File: src/rtl/cache_pkg.sv
// cache_pkg: constants, types and helpers shared by the cache line adapter.
//   S_OFFSET/S_WORD/S_LINE/N_BEATS : line geometry (32-byte line, 32-bit word)
//   CNT_W                          : beat counter width, holds 0..N_BEATS
//   line_t, word_t                 : line and memory word containers
//   adapter_state_t                : adapter FSM states
package cache_pkg;
  localparam int S_OFFSET = 5;
  localparam int S_WORD   = 32;
  localparam int S_LINE   = 256;
  localparam int N_BEATS  = S_LINE / S_WORD;
  localparam int CNT_W    = $clog2(N_BEATS) + 1;

  typedef logic [S_LINE-1:0] line_t;
  typedef logic [S_WORD-1:0] word_t;

  typedef enum logic [1:0] {IDLE, WB, FILL, DONE} adapter_state_t;
endpackage

File: src/rtl/cache_line_adapter_if.sv
// cache_line_adapter_if: word-wide main-memory port of the line adapter.
//   master (adapter) : drives mem_req/mem_we/mem_addr/mem_wdata,
//                      receives mem_gnt/mem_rvalid/mem_rdata
//   slave  (memory)  : the mirror image
// A beat is accepted in a cycle where mem_req and mem_gnt are both high.
// Read data returns in order on mem_rvalid, at least one cycle after grant.
interface cache_line_adapter_if;
  import cache_pkg::*;

  logic  mem_req;
  logic  mem_we;
  word_t mem_addr;
  word_t mem_wdata;
  logic  mem_gnt;
  logic  mem_rvalid;
  word_t mem_rdata;

  modport master (
    output mem_req, mem_we, mem_addr, mem_wdata,
    input  mem_gnt, mem_rvalid, mem_rdata
  );

  modport slave (
    input  mem_req, mem_we, mem_addr, mem_wdata,
    output mem_gnt, mem_rvalid, mem_rdata
  );
endinterface

File: src/rtl/cache_beat_counter.sv
// cache_beat_counter: saturating 0..N counter.
//   clk, rst : clock, asynchronous active-low reset
//   clr      : synchronous clear, wins over inc
//   inc      : count up by one unless already at N
//   cnt      : current count
//   full     : cnt == N
module cache_beat_counter #(
  parameter int N = 8,
  parameter int W = $clog2(N) + 1
) (
  input  logic         clk,
  input  logic         rst,
  input  logic         clr,
  input  logic         inc,
  output logic [W-1:0] cnt,
  output logic         full
);
  logic [W-1:0] cnt_q, cnt_d;

  assign cnt  = cnt_q;
  assign full = (cnt_q == W'(N));

  always_comb begin
    cnt_d = cnt_q;
    if (clr)              cnt_d = '0;
    else if (inc && !full) cnt_d = cnt_q + W'(1);
  end

  always_ff @(posedge clk or negedge rst) begin
    if (!rst) cnt_q <= '0;
    else      cnt_q <= cnt_d;
  end
endmodule

File: src/rtl/cache_line_adapter.sv
// cache_line_adapter: moves 256-bit lines between the cache datapath and a
// 32-bit main-memory port.
//   clk, rst            : clock, asynchronous active-low reset
//   wb_req/wb_addr/wb_line : write a dirty line back as 8 word writes
//   fill_req/fill_addr  : read a line as 8 word reads into fill_line
//   busy                : high whenever the FSM is out of IDLE
//   done                : single-cycle pulse when the whole request finishes
//   fill_line           : assembled fill data (feeds the datapath dataIn)
//   mem                 : memory port (master side)
// A combined wb_req+fill_req runs the writeback first, then the fill.
module cache_line_adapter
  import cache_pkg::*;
#(
  parameter int s_offset = S_OFFSET,
  parameter int s_line   = S_LINE,
  parameter int s_word   = S_WORD,
  parameter int n_beats  = s_line / s_word
) (
  input  logic                 clk,
  input  logic                 rst,
  input  logic                 wb_req,
  input  logic                 fill_req,
  input  logic [31:0]          wb_addr,
  input  logic [31:0]          fill_addr,
  input  logic [s_line-1:0]    wb_line,
  output logic                 busy,
  output logic                 done,
  output logic [s_line-1:0]    fill_line,
  cache_line_adapter_if.master mem
);
  localparam int CW = $clog2(n_beats) + 1;

  adapter_state_t          state_q, state_d;
  logic                    fill_pending_q, fill_pending_d;
  logic [31:s_offset]      wb_base_q, wb_base_d;
  logic [31:s_offset]      fill_base_q, fill_base_d;
  logic [s_line-1:0]       wb_line_q, wb_line_d;
  logic [s_line-1:0]       fill_line_q, fill_line_d;

  // iss counts write beats in WB and read issues in FILL; rsp counts read data.
  logic          iss_clr, iss_inc, iss_full;
  logic          rsp_clr, rsp_inc, rsp_full_unused;
  logic [CW-1:0] iss_cnt, rsp_cnt;

  // Line-offset bits of the request addresses carry no information here.
  logic addr_lsb_unused;
  assign addr_lsb_unused = ^{wb_addr[s_offset-1:0], fill_addr[s_offset-1:0]};

  cache_beat_counter #(.N(n_beats), .W(CW)) u_iss (
    .clk  (clk),
    .rst  (rst),
    .clr  (iss_clr),
    .inc  (iss_inc),
    .cnt  (iss_cnt),
    .full (iss_full)
  );

  cache_beat_counter #(.N(n_beats), .W(CW)) u_rsp (
    .clk  (clk),
    .rst  (rst),
    .clr  (rsp_clr),
    .inc  (rsp_inc),
    .cnt  (rsp_cnt),
    .full (rsp_full_unused)
  );

  assign fill_line = fill_line_q;

  always_comb begin
    state_d        = state_q;
    fill_pending_d = fill_pending_q;
    wb_base_d      = wb_base_q;
    fill_base_d    = fill_base_q;
    wb_line_d      = wb_line_q;
    fill_line_d    = fill_line_q;
    iss_clr        = 1'b0;
    iss_inc        = 1'b0;
    rsp_clr        = 1'b0;
    rsp_inc        = 1'b0;
    busy           = 1'b1;
    done           = 1'b0;
    mem.mem_req    = 1'b0;
    mem.mem_we     = 1'b0;
    mem.mem_addr   = '0;
    mem.mem_wdata  = '0;

    unique case (state_q)
      IDLE: begin
        busy    = 1'b0;
        iss_clr = 1'b1;
        rsp_clr = 1'b1;
        if (wb_req || fill_req) begin
          wb_base_d      = wb_addr[31:s_offset];
          fill_base_d    = fill_addr[31:s_offset];
          wb_line_d      = wb_line;
          fill_pending_d = fill_req;
          if (wb_req) begin
            state_d = WB;
          end else begin
            state_d     = FILL;
            fill_line_d = '0;
          end
        end
      end

      WB: begin
        mem.mem_req   = 1'b1;
        mem.mem_we    = 1'b1;
        mem.mem_addr  = {wb_base_q, iss_cnt[CW-2:0], 2'b00};
        mem.mem_wdata = wb_line_q[s_word*iss_cnt[CW-2:0] +: s_word];
        iss_inc       = mem.mem_gnt;
        if (mem.mem_gnt && iss_cnt == CW'(n_beats - 1)) begin
          // Reuse the issue counter for the fill's read beats.
          iss_clr = 1'b1;
          if (fill_pending_q) begin
            state_d     = FILL;
            fill_line_d = '0;
          end else begin
            state_d = DONE;
          end
        end
      end

      FILL: begin
        mem.mem_req = !iss_full;
        if (!iss_full) mem.mem_addr = {fill_base_q, iss_cnt[CW-2:0], 2'b00};
        iss_inc = !iss_full && mem.mem_gnt;
        // Only data for an already-granted read is accepted.
        if (mem.mem_rvalid && (rsp_cnt < iss_cnt)) begin
          rsp_inc = 1'b1;
          fill_line_d[s_word*rsp_cnt[CW-2:0] +: s_word] = mem.mem_rdata;
          if (rsp_cnt == CW'(n_beats - 1)) state_d = DONE;
        end
      end

      DONE: begin
        done    = 1'b1;
        state_d = IDLE;
      end

      default: state_d = IDLE;
    endcase
  end

  always_ff @(posedge clk or negedge rst) begin
    if (!rst) begin
      state_q        <= IDLE;
      fill_pending_q <= 1'b0;
      wb_base_q      <= '0;
      fill_base_q    <= '0;
      wb_line_q      <= '0;
      fill_line_q    <= '0;
    end else begin
      state_q        <= state_d;
      fill_pending_q <= fill_pending_d;
      wb_base_q      <= wb_base_d;
      fill_base_q    <= fill_base_d;
      wb_line_q      <= wb_line_d;
      fill_line_q    <= fill_line_d;
    end
  end
endmodule

File: src/flat_wrapper.sv
// flat-port wrapper written by rule: the top's interface ports become plain ports
module cache_line_adapter_flat import cache_pkg::*;
#(
  parameter int s_offset = S_OFFSET,
  parameter int s_line   = S_LINE,
  parameter int s_word   = S_WORD,
  parameter int n_beats  = s_line / s_word
)
  (clk, rst, wb_req, fill_req, wb_addr, fill_addr, wb_line, busy, done, fill_line, mem_mem_req, mem_mem_we, mem_mem_addr, mem_mem_wdata, mem_mem_gnt, mem_mem_rvalid, mem_mem_rdata);
  cache_line_adapter_if mem_i ();
  input  logic clk;
  input  logic rst;
  input  logic wb_req;
  input  logic fill_req;
  input  logic [31:0] wb_addr;
  input  logic [31:0] fill_addr;
  input  logic [s_line-1:0] wb_line;
  output logic busy;
  output logic done;
  output logic [s_line-1:0] fill_line;
  output wire logic [$bits(mem_i.mem_req)-1:0] mem_mem_req;
  output wire logic [$bits(mem_i.mem_we)-1:0] mem_mem_we;
  output wire logic [$bits(mem_i.mem_addr)-1:0] mem_mem_addr;
  output wire logic [$bits(mem_i.mem_wdata)-1:0] mem_mem_wdata;
  input wire logic [$bits(mem_i.mem_gnt)-1:0] mem_mem_gnt;
  input wire logic [$bits(mem_i.mem_rvalid)-1:0] mem_mem_rvalid;
  input wire logic [$bits(mem_i.mem_rdata)-1:0] mem_mem_rdata;
  assign mem_mem_req = mem_i.mem_req;
  assign mem_mem_we = mem_i.mem_we;
  assign mem_mem_addr = mem_i.mem_addr;
  assign mem_mem_wdata = mem_i.mem_wdata;
  assign mem_i.mem_gnt = mem_mem_gnt;
  assign mem_i.mem_rvalid = mem_mem_rvalid;
  assign mem_i.mem_rdata = mem_mem_rdata;
  cache_line_adapter #(.s_offset(s_offset), .s_line(s_line), .s_word(s_word), .n_beats(n_beats)) u_core (.clk(clk), .rst(rst), .wb_req(wb_req), .fill_req(fill_req), .wb_addr(wb_addr), .fill_addr(fill_addr), .wb_line(wb_line), .busy(busy), .done(done), .fill_line(fill_line), .mem(mem_i));
endmodule
File: config.mk
export PLATFORM = sky130hd
export DESIGN_NAME = cache_line_adapter_flat
export DESIGN_NICKNAME = d
export VERILOG_FILES = /design/src/rtl/cache_pkg.sv /design/src/rtl/cache_line_adapter_if.sv /design/src/rtl/cache_beat_counter.sv /design/src/rtl/cache_line_adapter.sv /design/src/flat_wrapper.sv
export SDC_FILE = /design/constraint.sdc
export NUM_CORES = 1
export LEC_CHECK = 0
export BUFFER_PORTS_ARGS = -buffer_cell sky130_fd_sc_hd__buf_2
export CAP_MARGIN = 5
export CORE_AREA = 3 3 266 268
export DETAILED_ROUTE_END_ITERATION = 6
export DIE_AREA = 0 0 269 271
export GPL_ROUTABILITY_DRIVEN = 1
export GPL_TIMING_DRIVEN = 1
export PLACE_DENSITY = 0.56
export SLEW_MARGIN = 10
export SYNTH_ARGS = -nofsm -noshare
export SYNTH_HDL_FRONTEND = slang
export SYNTH_SLANG_ARGS = --single-unit
File: constraint.sdc
create_clock -name clk -period 2.66 [get_ports clk]
set_input_delay 0.266 -clock clk [delete_from_list [all_inputs] [get_ports clk]]
set_output_delay 0.266 -clock clk [all_outputs]
set_load 0.005 [all_outputs]
==> summary by stage, run 1 <==
GRT
The met3 demand-to-capacity share in global routing is 0.0540. The wire length of the first global-routing pass is 124 mm. The initial antenna violation count came to 8.

For this run, global-route usage on met1 was measured as 0.267. In this run the most used layer during global routing was met2. The all-layer global routing usage is 0.221.

The fraction of met2 tracks used by global routing is 0.373. The pin count of the biggest net entering global routing is 103. The via count of the first global-routing pass is 20200. For this run the aggregate overflow at the end of global routing stands at 0.

Final layout
The fraction of layout cells with a size suffix above 1 is 0.455. The share of the core filled with cells in the final layout is 0.500. The area growth from synthesis to layout is 43.1%. For this run, the post-layout net count is 3025. The final standard cell count with taps included and fillers excluded is 3638. The finished cells cover 34300 um2.

Synthesis
The synthesized design contains 0 enable-type register cells. The post-synthesis average cell area is 14.4 um2. The synthesized instance count is 1666. The cell with the most instances after synthesis is sky130_fd_sc_hd__dfrtp_1. The synthesized design spends more area on one cell type than any other, namely sky130_fd_sc_hd__dfrtp_1. Of the synthesized area, sequential elements account for 0.602. Yosys attributes the largest share of cell area to sky130_fd_sc_hd__dfrtp_1, sky130_fd_sc_hd__mux2_2, sky130_fd_sc_hd__o2bb2ai_1, sky130_fd_sc_hd__mux4_2, sky130_fd_sc_hd__nand2_1. The cell area that synthesis handed to floorplanning was 24000 um2.

For this run, the leading register cell type out of synthesis is sky130_fd_sc_hd__dfrtp_1. In this run, distinct cell masters in the synthesized netlist total 42. For this run, asynchronously set or reset flops after synthesis account for 1.00. The register bit count reported by yosys is 577. The Yosys step of the flow raised 0 warnings. After synthesis, the most frequently instantiated cells are sky130_fd_sc_hd__dfrtp_1, sky130_fd_sc_hd__mux2_2, sky130_fd_sc_hd__o2bb2ai_1. Of the post-synthesis cell area, the dominant cell type holds 0.602.

Clock tree
After clock tree synthesis, the clock-pin slew on the worst setup and hold paths is 0.06 ns. The number of buffers on the longest clock path is 3. The clock tree synthesis step divided the H-tree into 3 levels. For the worst-skew pair, the clock arrives at the later sink with an insertion delay of 0.60 ns. The number of clock sinks seen by CTS is 577. The TritonCTS clock tree is done. The number of buffers created by CTS is 66.

The buffer cell driving the clock tree root is sky130_fd_sc_hd__clkbuf_16.

Placement
Input and output buffers added on the ports amount to 669. Once detailed placement completed, the half-perimeter wirelength came to 55.6 mm. The placed instances occupy a cell area of 28700 um2. The worst slack at placement is 0.119 ns. The congestion estimate from routability-driven global placement came to 0.814. After detailed placement, the design holds a cell count of 3197.

Min path
The startpoint identified for the worst hold timing path is mem_mem_rdata[26]. The min-delay analysis places its worst path in the category in2reg. For hold timing, the worst endpoint is u_core.fill_line[154]$_DFFE_PN0P_. The worst hold path cell count is 3.

Timing
On the final layout, the worst clock skew is 0.0173 ns. Dividing the final minimum period by the clock period gives 0.968. In the post-route analysis, the smallest setup slack over all paths is 0.0854 ns.

The post-layout minimum cycle time is 2.57 ns. The setup violation total in the final timing report is 0. The remaining max-slew budget at the tightest pin is 0.603. The number of max-slew violations in the final report is 0. Final hold analysis gives a worst-case slack of 0.0777 ns. The worst-margin pin slew is 0.596 ns.

For this run, the top clock speed supported by timing is 388 MHz. The final number of hold-violating endpoints is 0.

Route
The first-iteration detailed-routing DRC count is 1210. The final route contains 18700 vias. The remaining antenna violation count is 0. For this run, the detailed router's first-pass iteration total came to 7. The DRC violation count after routing is 0.

After detailed routing, the average wire length per cell comes to 22.5 um. The routed design has 81.8 mm of wire. In the routed layout, each cell is associated on average with a via count of 5.14.

Worst setup path
The worst setup path is of the reg2out kind. The largest fanout on the critical path is 67. Measured in cells, the most critical reg-to-reg path has a length of 8. The launch point of the worst reg-to-reg path is u_core.u_iss.cnt[1]$_DFFE_PN0P_.

For flop-to-flop paths, the worst setup slack is 0.15 ns. STA puts the critical path data required time at 2.39 ns. The data arrival time of the worst path is 2.31 ns. The endpoint of the worst-slack reg-to-reg timing path is u_core.fill_line[173]$_DFFE_PN0P_. The worst setup path is launched from a flop. The worst setup path is captured at a primary output.

Floorplan
The die height is 271 um. The die area is 72900 um2. The effective utilization at floorplan is 0.350. The core region area is 68600 um2. The initialized floorplan defines 96 standard-cell rows. The boundary pin count is 682. The width of the die is 269 um.

Run status
The run finished with clean final reports.

Flow run
The number of max-cap violations is 0.

Power and ir drop
The worst vdd rail ir drop is 0.000661 V. The standby leakage power is 15.9 nW. The power per cell area is 1030 nW/um2.
## metal layers
layer  vias up  share of wire
li1       8217              -
met1      9497           0.39
met2       780           0.49
met3       194          0.072
met4         2          0.043
met5         -        0.00016
## registers in the layout, indices dropped and copies added, names as in the netlist
name,count
u_core.fill_line,256
u_core.wb_line_q,256
u_core.fill_base_q,27
u_core.wb_base_q,27
u_core.u_iss.cnt,4
u_core.u_rsp.cnt,4
u_core.state_q,2
u_core.fill_pending_q,1
## where the power goes
| group | switching, mW | internal (mW) | total [mW] |
|---|---|---|---|
| logic | 6.64 | 6.73 | 13.4 |
| clock network | 3.72 | 5.47 | 9.19 |
| registers | 1.46 | 11.5 | 12.9 |
## logic make-up after synthesis
kind of cell / synth area share
AND/OR/NAND/NOR: 0.0420
XOR/XNOR: 0.00146
adder cells (fa/ha/maj): 0.00626
AO/OA/AOI/OAI: 0.115
buffers and inverters: 0.0259
multiplexers: 0.207
flip-flops: 0.602
other: 0.000156
## layout make-up
cell class / count / area (um2)
Multi-Input combinational cell: 944 / 8980
Inverter: 13 / 52.6
Timing Repair Buffer: 1053 / 7450
Sequential cell: 577 / 14400
Clock inverter: 17 / 295
Antenna cell: 8 / 20.0
Tap cell: 931 / 1160
Fill cell: 5982 / 34300
Clock buffer: 95 / 1890
## worst max-delay path, cell delays in order, from the launching register on
cell and delay [ns]:
sky130_fd_sc_hd__dfrtp_4 0.44, sky130_fd_sc_hd__buf_12 0.30, sky130_fd_sc_hd__mux4_2 0.41, sky130_fd_sc_hd__nand2_1 0.15, sky130_fd_sc_hd__a21oi_1 0.09, sky130_fd_sc_hd__buf_2 0.14
## worst max-delay path by stage
stage / start / end / cells past startpoint
2_1_floorplan: u_core.u_iss.cnt[1]$_DFFE_PN0P_ / u_core.fill_line[166]$_DFFE_PN0P_ / 11
3_3_place_gp: u_core.u_iss.cnt[1]$_DFFE_PN0P_ / u_core.fill_line[161]$_DFFE_PN0P_ / 8
3_5_place_dp: u_core.u_iss.cnt[1]$_DFFE_PN0P_ / u_core.fill_line[173]$_DFFE_PN0P_ / 8
4_1_cts: u_core.u_iss.cnt[1]$_DFFE_PN0P_ / mem_mem_addr[2] / 8
5_1_grt: u_core.u_iss.cnt[1]$_DFFE_PN0P_ / mem_mem_wdata[16] / 5
6_report: u_core.u_iss.cnt[1]$_DFFE_PN0P_ / mem_mem_wdata[15] / 5
## cell usage in the layout, fill, tap and decap left out, drive strengths merged, types with 5 or more instances in the layout
master and n:
a21oi 35, a22oi 27, and2 5, buf 739
bufinv 5, clkbuf 96, clkinv 9, dfrtp 577
diode 8, dlygate4sd3 313, ha 12, inv 15
mux2 311, mux4 64, nand2 117, nand2b 5
nand3 14, nand3b 6, nand4 5, nor2 14
nor2b 29, o211ai 9, o21ai 5, o2bb2ai 250
## metrics by stage
stage               power [mW]  setup TNS, ns
finish                    35.5              0
global route              37.3        -0.0169
CTS                       35.6              0
detailed placement        25.7              0
global placement          25.3              0
floorplan                 21.0              0
## repair_timing
item,in CTS,in global routing
buffers inserted,5,0
hold endpoints to repair,399,0
resized for setup,18,11
setup endpoints to repair,52,44
pin swaps,0,0
gates cloned,2,1
hold buffers,313,0
(Power assumes the default switching activity.)
==> run 2: changes to the inputs <==
--- a/config.mk
+++ b/config.mk
@@ -13,6 +13,7 @@
 export GPL_ROUTABILITY_DRIVEN = 1
 export GPL_TIMING_DRIVEN = 1
 export PLACE_DENSITY = 0.56
+export SETUP_SLACK_MARGIN = 0.15
 export SLEW_MARGIN = 10
 export SYNTH_ARGS = -nofsm -noshare
 export SYNTH_HDL_FRONTEND = slang
==> run 2 against run 1 <==
Effect of this change:
- count of clock-buffer cells in the layout is the same
- die area is the same
- clock power shrank 4.2%
- routed wire length grew 3.3%
- largest cell class unchanged
- critical path depth grew 1
- sequential cell count is the same
- global-route usage is essentially flat
- largest power group unchanged
==> summary by stage, run 2 (synthesized netlist as in run 1, its figures left out) <==
Run status
The run finished with clean final reports.

Final layout
Measured on the finished design, the core utilization comes to 0.518. The most frequent standard cell in the layout excluding fill and tap cells is sky130_fd_sc_hd__buf_2. The area used by multi-input combinational logic is 9860 um2.

The post-layout net count is 3050. In the layout the commonest cells are sky130_fd_sc_hd__buf_2, sky130_fd_sc_hd__dfrtp_1, sky130_fd_sc_hd__dlygate4sd3_1, sky130_fd_sc_hd__mux2_2, sky130_fd_sc_hd__o2bb2ai_1. The sequential cells in the finished layout cover a total of 14400 um2. The total of fill cells in the finished design is 5752. Of the cells placed in the final design, the portion with a size suffix greater than 1 is 0.497. The area growth from synthesis to layout is 48.3%.

Clock tree
The number of buffers on the longest clock path is 3. The number of clock buffers added by TritonCTS is 61. The TritonCTS clock tree is done. The clock tree synthesis step divided the H-tree into 2 levels. The tree is rooted in a sky130_fd_sc_hd__clkbuf_16. The register clock-pin slew on the reported worst setup and hold paths is 0.06 ns. Counting every sink on the clock net gives 577. For the worst-skew pair, the clock arrives at the later sink with an insertion delay of 0.63 ns.

Timing
The worst path in the final design needs a cycle of 2.61 ns, including I/O delays and setup. The final number of hold-violating endpoints is 0. The number of max-slew violations in the final report was 0. The worst clock skew on the final layout is 0.0214 ns. The final total negative setup slack is 0 ns. The period utilization is 0.981. The remaining max-slew budget at the tightest pin is 0.502. The worst-margin pin slew is 0.746 ns. For this run, the top clock speed supported by timing is 383 MHz. Setup repair after global routing could not meet its margin everywhere. The setup violation total in the final timing report is 0.

Placement
Detailed placement ended at an HPWL of 55.7 mm. During placement, the flow inserted port buffers numbering 669. The congestion estimate from routability-driven global placement came to 0.819.

Worst setup path
For this design, the slowest cell found on the critical path is sky130_fd_sc_hd__mux4_2. The worst setup path is captured at a primary output. The signal on the critical path passes through buf_12 -> clkbuf_16 -> mux4_2 -> nand2_1 -> a21oi_2 -> buf_2. The element type at the critical path start is a flop.

Grouping stages by cell kind, the critical path spends the most delay in buffers and inverters. The largest incremental delay on the critical path is 0.51 ns. The critical path is of the reg2out type. The data required time of the critical path is 2.39 ns. STA puts the critical path data arrival time at 2.34 ns. The number of buffers and inverters on the critical path is 3. The largest fanout on the critical path is 11.

Floorplan
The floorplan has 96 rows. The boundary pin count is 682. The initial utilization of the core area, before any placement, comes to 0.350.

In this run the standard cell core region covers 68600 um2. The width of the die is 269 um. The die area is 72900 um2. The die height is 271 um.

GRT
Across every metal layer, demand over resource in global routing totals 0.221. The first global-routing pass estimated 124 mm of wire. The pin count of the biggest net entering global routing is 68. For this run the aggregate overflow at the end of global routing stands at 0.

The initial antenna violation count was 9. The via count of the first global-routing pass came to 20200.

Min path
The type of the most critical hold path is in2reg.

Route
For this run, the detailed router's first-pass iteration total came to 4. In the routed layout, each cell is associated on average with a via count of 5.14. The remaining antenna violation count is 0. The DRC violation count after routing is 0. The wire length reported by the detailed router is 84.5 mm. The detailed router finished its first iteration with 1103 violations. In the final routed layout, each cell accounts on average for 23.1 um.

The final route contains 18800 vias.

Power and ir drop
The total design power is 36.7 mW. The standby leakage power is 16.3 nW. The worst vdd rail ir drop is 0.000719 V.

The power per cell area is 1030 nW/um2.

Flow run
Across the run, the number of max-cap violations was 0.
## run 2: cell count changes in the layout (fill, tap and decap cells not counted), moves of 12 or more
cell and delta:
sky130_fd_sc_hd__o2bb2ai_1 -54, sky130_fd_sc_hd__o2bb2ai_4 +29, sky130_fd_sc_hd__o2bb2ai_2 +25, sky130_fd_sc_hd__a22oi_1 -22, sky130_fd_sc_hd__a22oi_2 +22, sky130_fd_sc_hd__buf_4 +12
## run 2: final cells by class
| class | count | share of cell area |
|---|---|---|
| flip-flops and latches | 577 | 0.406 |
| multi-input cells | 944 | 0.277 |
| repair buffers | 1083 | 0.223 |
| clock buffers | 95 | 0.0519 |
| well taps | 931 | 0.0328 |
| clock inverters | 14 | 0.00704 |
| inverters | 13 | 0.00144 |
| diodes | 7 | 0.000493 |
## run 2: worst reg2reg max path: cells and delay by family (launching register included)
| family | cells | cell delay (ns) |
|---|---|---|
| adder cells (fa/ha/maj) | 2 | 0.51 |
| AND/OR/NAND/NOR | 1 | 0.50 |
| AO/OA/AOI/OAI | 2 | 0.56 |
| buffers and inverters | 2 | 0.32 |
| flip-flops | 1 | 0.46 |
## run 2: metrics by stage
stage	instances	hold WS [ns]	setup slack, ns	cell area (um2)
final	3664	0.0605	0.0513	35600
after global routing	3663	0.0440	-0.0559	35600
after CTS	3642	0.0113	-0.0293	34400
after detailed placement	3211	0.300	0.196	28900
after global placement	3211	0.288	0.207	28900
after floorplan	1667	-0.0296	0.153	24000
## run 2: what timing repair did
item	4_1_cts	5_1_grt
hold buffers	313	0
setup buffers	4	6
endpoints found under the setup margin	62	174
cloned	5	9
pin swaps	3	31
resized for setup	31	136
hold endpoints to repair	362	0
## run 2: path summary, 6_finish.rpt
check / from / end / slack (ns) / cells after the start
setup / recovery: u_core.u_iss.cnt[0]$_DFFE_PN0P_ / mem_mem_wdata[18] / 0.05 / 6
hold / removal: mem_mem_rdata[25] / u_core.fill_line[249]$_DFFE_PN0P_ / 0.06 / 3
setup reg to reg: u_core.u_rsp.cnt[1]$_DFFE_PN0P_ / u_core.fill_line[219]$_DFFE_PN0P_ / 0.19 / 7
hold reg to reg: u_core.fill_line[212]$_DFFE_PN0P_ / u_core.fill_line[212]$_DFFE_PN0P_ / 0.48 / 1
max in group asynchronous: rst / u_core.fill_line[129]$_DFFE_PN0P_ / 1.46 / 4
min in group asynchronous: rst / u_core.fill_line[54]$_DFFE_PN0P_ / 0.24 / 2
## run 2: where the power goes
part / total (mW) / switching (mW) / internal [mW]
Clock: 8.80 / 3.56 / 5.24
Combinational: 14.9 / 7.39 / 7.50
Sequential: 13.0 / 1.52 / 11.5
Total: 36.7 / 12.5 / 24.2
## run 2: routing by layer
layer / GRT usage / wire length [um] / vias to the layer above / part of all wire
met1: 0.269 / 33100 / 9721 / 0.39
met3: 0.0493 / 5650 / 175 / 0.067
met2: 0.383 / 42700 / 696 / 0.51
met4: 0.0808 / 2960 / 4 / 0.035
met5: 0 / 24 / - / 0.00028
li1: - / - / 8250 / -
==> run 3: changes to the inputs <==
--- a/config.mk
+++ b/config.mk
@@ -11,7 +11,7 @@
 export DETAILED_ROUTE_END_ITERATION = 6
 export DIE_AREA = 0 0 269 271
 export GPL_ROUTABILITY_DRIVEN = 1
-export GPL_TIMING_DRIVEN = 1
+export GPL_TIMING_DRIVEN = 0
 export PLACE_DENSITY = 0.56
 export SETUP_SLACK_MARGIN = 0.15
 export SLEW_MARGIN = 10
==> run 3 against run 2 <==
Effect of this change:
- sequential power is essentially flat
- total power grew 13%
- critical path type is now reg2reg
- hold slack gained 0.033 ns
- sequential share of layout area shrank 3.0 points
- the flow now finishes with violations (negative setup slack)
- clock power grew 9.3%
- clock skew grew 0.0040 ns
==> summary by stage, run 3 (synthesized netlist as in run 1, its figures left out) <==
Route
After detailed routing, the total wire length is 94.2 mm. Detailed routing inserted a total of 19800 vias. After the first detailed-routing iteration, the DRC count stood at 1098.

Using the TritonRoute via totals, the vias-per-cell ratio works out to 5.23. For this run, design rule violations remaining after detail routing come to 0. Once detail routing completed, the nets flagged for antenna violations numbered 0.

The number of iterations in the first detailed-routing pass is 7. The average wire per cell in the routed design is 24.9 um.

Worst setup path
The element type at the critical path start is a flop. The critical path start-end classification is reg2reg. The endpoint class of the critical path is a flop. The number of buffers and inverters on the critical path is 6. The largest individual stage delay along the critical path comes from the cell sky130_fd_sc_hd__dfrtp_2.

Data arrives at the worst endpoint at 3.26 ns. The endpoint of the worst-slack reg-to-reg timing path is u_core.fill_line[119]$_DFFE_PN0P_. For the worst setup path, the data required time is 3.11 ns. The depth of the worst register-to-register path is 12.

The largest incremental delay on the critical path is 0.44 ns. Across all register-to-register paths, the minimum setup slack is -0.15 ns. The worst register-to-register path begins at u_core.u_iss.cnt[1]$_DFFE_PN0P_. The signal on the critical path passes through buf_8 -> buf_12 -> buf_12 -> clkinv_8 -> ha_4 -> o211ai_1 -> o211ai_1 -> buf_4 -> or3_4 -> a21o_4 -> clkbuf_16 -> o2bb2ai_2.

In this design, the largest share of critical-path delay is due to compound AO/OA/AOI/OAI gates. The largest fanout on the critical path is 5.

GRT
The initial antenna violation count is 6. Across every metal layer, demand over resource in global routing totals 0.244. The pin count of the biggest net entering global routing is 111. The wire length of the first global-routing pass is 134 mm. Summed over all layers, the global routing overflow is 0. The via count of the first global-routing pass was 21300.

Clock tree
Clock-pin slew was measured on the worst setup and hold paths at 0.06 ns. TritonCTS built the clock tree. The number of buffers created by CTS is 67.

Clock latency on the worst-skew pair, taken at its later pin, is 0.60 ns. Counting along the longest clock path gives a buffer depth of 3. The number of levels in the clock H-tree is 3.

The root buffer cell chosen for the clock tree is sky130_fd_sc_hd__clkbuf_16. The number of clock sinks seen by CTS is 577.

Placement
The worst slack at placement is -1.39 ns. Once placement completed, the tool counted placed cells totaling 3273. Once placement finished, the instance area stood at 28700 um2. The half-perimeter wire length after placement is 64.4 mm.

The quantity of I/O buffers inserted on ports is 669. Routability-driven placement finished with a final weighted congestion of 0.847.

Min path
The worst hold path belongs to the class in2reg. The worst-case hold path end point is u_core.fill_line[186]$_DFFE_PN0P_. The worst hold path cell count is 3.

The start point of the worst hold path is mem_mem_rdata[26].

Power and ir drop
The switching power total is 14.7 mW. The internal portion of total power is 26.7 mW. The share of total power dissipated in combinational logic is 0.453. Of the total power, the clock network draws 0.232. IR analysis of the VDD net gives a maximum drop of 0.000609 V. Summed over all cells, the static leakage comes to 17.3 nW.

Of the total power, the share spent switching nets is 0.356. Power spread over the standard cell area amounts to 1080 nW/um2. The sequential power share is 0.314.

Timing
The least setup slack across all paths after layout is -0.152 ns. The number of max-slew violations in the final report was 0. The worst-margin pin slew is 0.738 ns. The period utilization is 1.06.

For this run, the top clock speed supported by timing is 356 MHz. Across the routed clock network, the largest skew measured is 0.0254 ns. The remaining max-slew budget at the tightest pin is 0.508. Counting I/O delays and the setup requirement, the final critical path takes 2.81 ns.

The setup violation total in the final timing report is 216. Setup repair after global routing could not meet its margin everywhere. The final number of hold-violating endpoints is 0.

Run status
The final reports fail on negative setup slack. The run finished, with violations left.

Final layout
The total of fill cells in the finished design is 5510. The area growth from synthesis to layout is 60.1%. Once layout is complete, the cells apart from fillers number 3783. The post-layout net count is 3167.

The top cell types in the final layout, fill and taps aside, are sky130_fd_sc_hd__buf_2, sky130_fd_sc_hd__dfrtp_1, sky130_fd_sc_hd__dlygate4sd3_1, sky130_fd_sc_hd__mux2_2, sky130_fd_sc_hd__o2bb2ai_2. The share of the core filled with cells in the final layout is 0.560. In the final layout, flip-flops and latches occupy 14400 um2. The most frequent standard cell in the layout excluding fill and tap cells is sky130_fd_sc_hd__buf_2.

The final non-filler cell area is 38400 um2. In the final layout, the share of cells above drive strength 1 is 0.591. Summing all multi-input logic gate instances after layout gives 11300 um2.

Floorplan
The placement row count is 96. 682 I/O pins were placed. The width of the die is 269 um. The die area is 72900 um2. After floorplanning, the core was sized to cover 68600 um2. The effective utilization at floorplan is 0.350. Measured along the y axis, the die boundary spans 271 um.

Flow run
The number of max-cap violations is 0.
==> run 3: area by class of cell <==
class | instances | area share
antenna | 7 | 0.000456
buffer | 132 | 0.0344
clock buffer | 95 | 0.0517
clock inverter | 22 | 0.00805
inverter | 13 | 0.00183
multi-input combinational | 944 | 0.296
sequential | 577 | 0.376
tap | 931 | 0.0303
timing repair buffer | 1062 | 0.201
==> run 3: through the flow <==
step	TNS [ns]	hold slack [ns]	total power [mW]
4_1_cts	-15.06	0.0217	38.0
3_3_place_gp	-6298.50	0.466	25.5
3_5_place_dp	-304.96	0.270	25.9
2_1_floorplan	0	-0.0296	21.0
6_report	-12.43	0.0933	41.4
5_1_grt	-38.73	0.0786	43.2
==> run 3: routing by layer <==
metal,up-vias,part of all wire,GRT usage
met4,2,0.037,0.0953
met5,-,0.000085,0
met3,197,0.063,0.0575
li1,8524,-,-
met2,802,0.51,0.423
met1,10200,0.39,0.291
==> run 3: how the worst max path moves through the flow <==
stage,startpoint,to,slack [ns],depth (start not counted)
2_1_floorplan,u_core.u_iss.cnt[2]$_DFFE_PN0P_,u_core.fill_line[166]$_DFFE_PN0P_,0.15,10
3_3_place_gp,rst,u_core.wb_line_q[197]$_DFFE_PN0P_,-10.49,1
3_5_place_dp,u_core.state_q[0]$_DFFE_PN0P_,u_core.fill_line[68]$_DFFE_PN0P_,-1.39,7
4_1_cts,u_core.u_iss.cnt[1]$_DFFE_PN0P_,mem_mem_addr[2],-0.21,11
5_1_grt,u_core.u_iss.cnt[1]$_DFFE_PN0P_,u_core.fill_line[120]$_DFFE_PN0P_,-0.24,12
6_report,u_core.u_iss.cnt[1]$_DFFE_PN0P_,u_core.fill_line[119]$_DFFE_PN0P_,-0.15,12
==> run 3: power groups by stage <==
stage	Sequential (mW)	Combinational, mW	Clock [mW]
2_1_floorplan	12.4	8.59	0
4_1_cts	12.9	15.3	9.80
6_report	13.0	18.8	9.62
3_5_place_dp	13.0	12.9	0
3_3_place_gp	12.8	12.7	0
5_1_grt	13.3	19.8	10.2
==> run 3: repair_timing <==
action,in CTS,in global routing
setup endpoints to repair,619,627
cloned,7,18
buffers inserted,29,20
gates resized for setup,262,479
hold buffers,313,0
hold endpoints to repair,378,0
pin swaps,17,94
==> run 3: worst reg2reg max path, stage by stage, from the launching register on <==
cell	delay [ns]
sky130_fd_sc_hd__dfrtp_2	0.44
sky130_fd_sc_hd__buf_8	0.14
sky130_fd_sc_hd__buf_12	0.12
sky130_fd_sc_hd__buf_12	0.13
sky130_fd_sc_hd__clkinv_8	0.05
sky130_fd_sc_hd__ha_4	0.18
sky130_fd_sc_hd__o211ai_1	0.20
sky130_fd_sc_hd__o211ai_1	0.22
sky130_fd_sc_hd__buf_4	0.20
sky130_fd_sc_hd__or3_4	0.38
sky130_fd_sc_hd__a21o_4	0.30
sky130_fd_sc_hd__clkbuf_16	0.20
sky130_fd_sc_hd__o2bb2ai_2	0.12
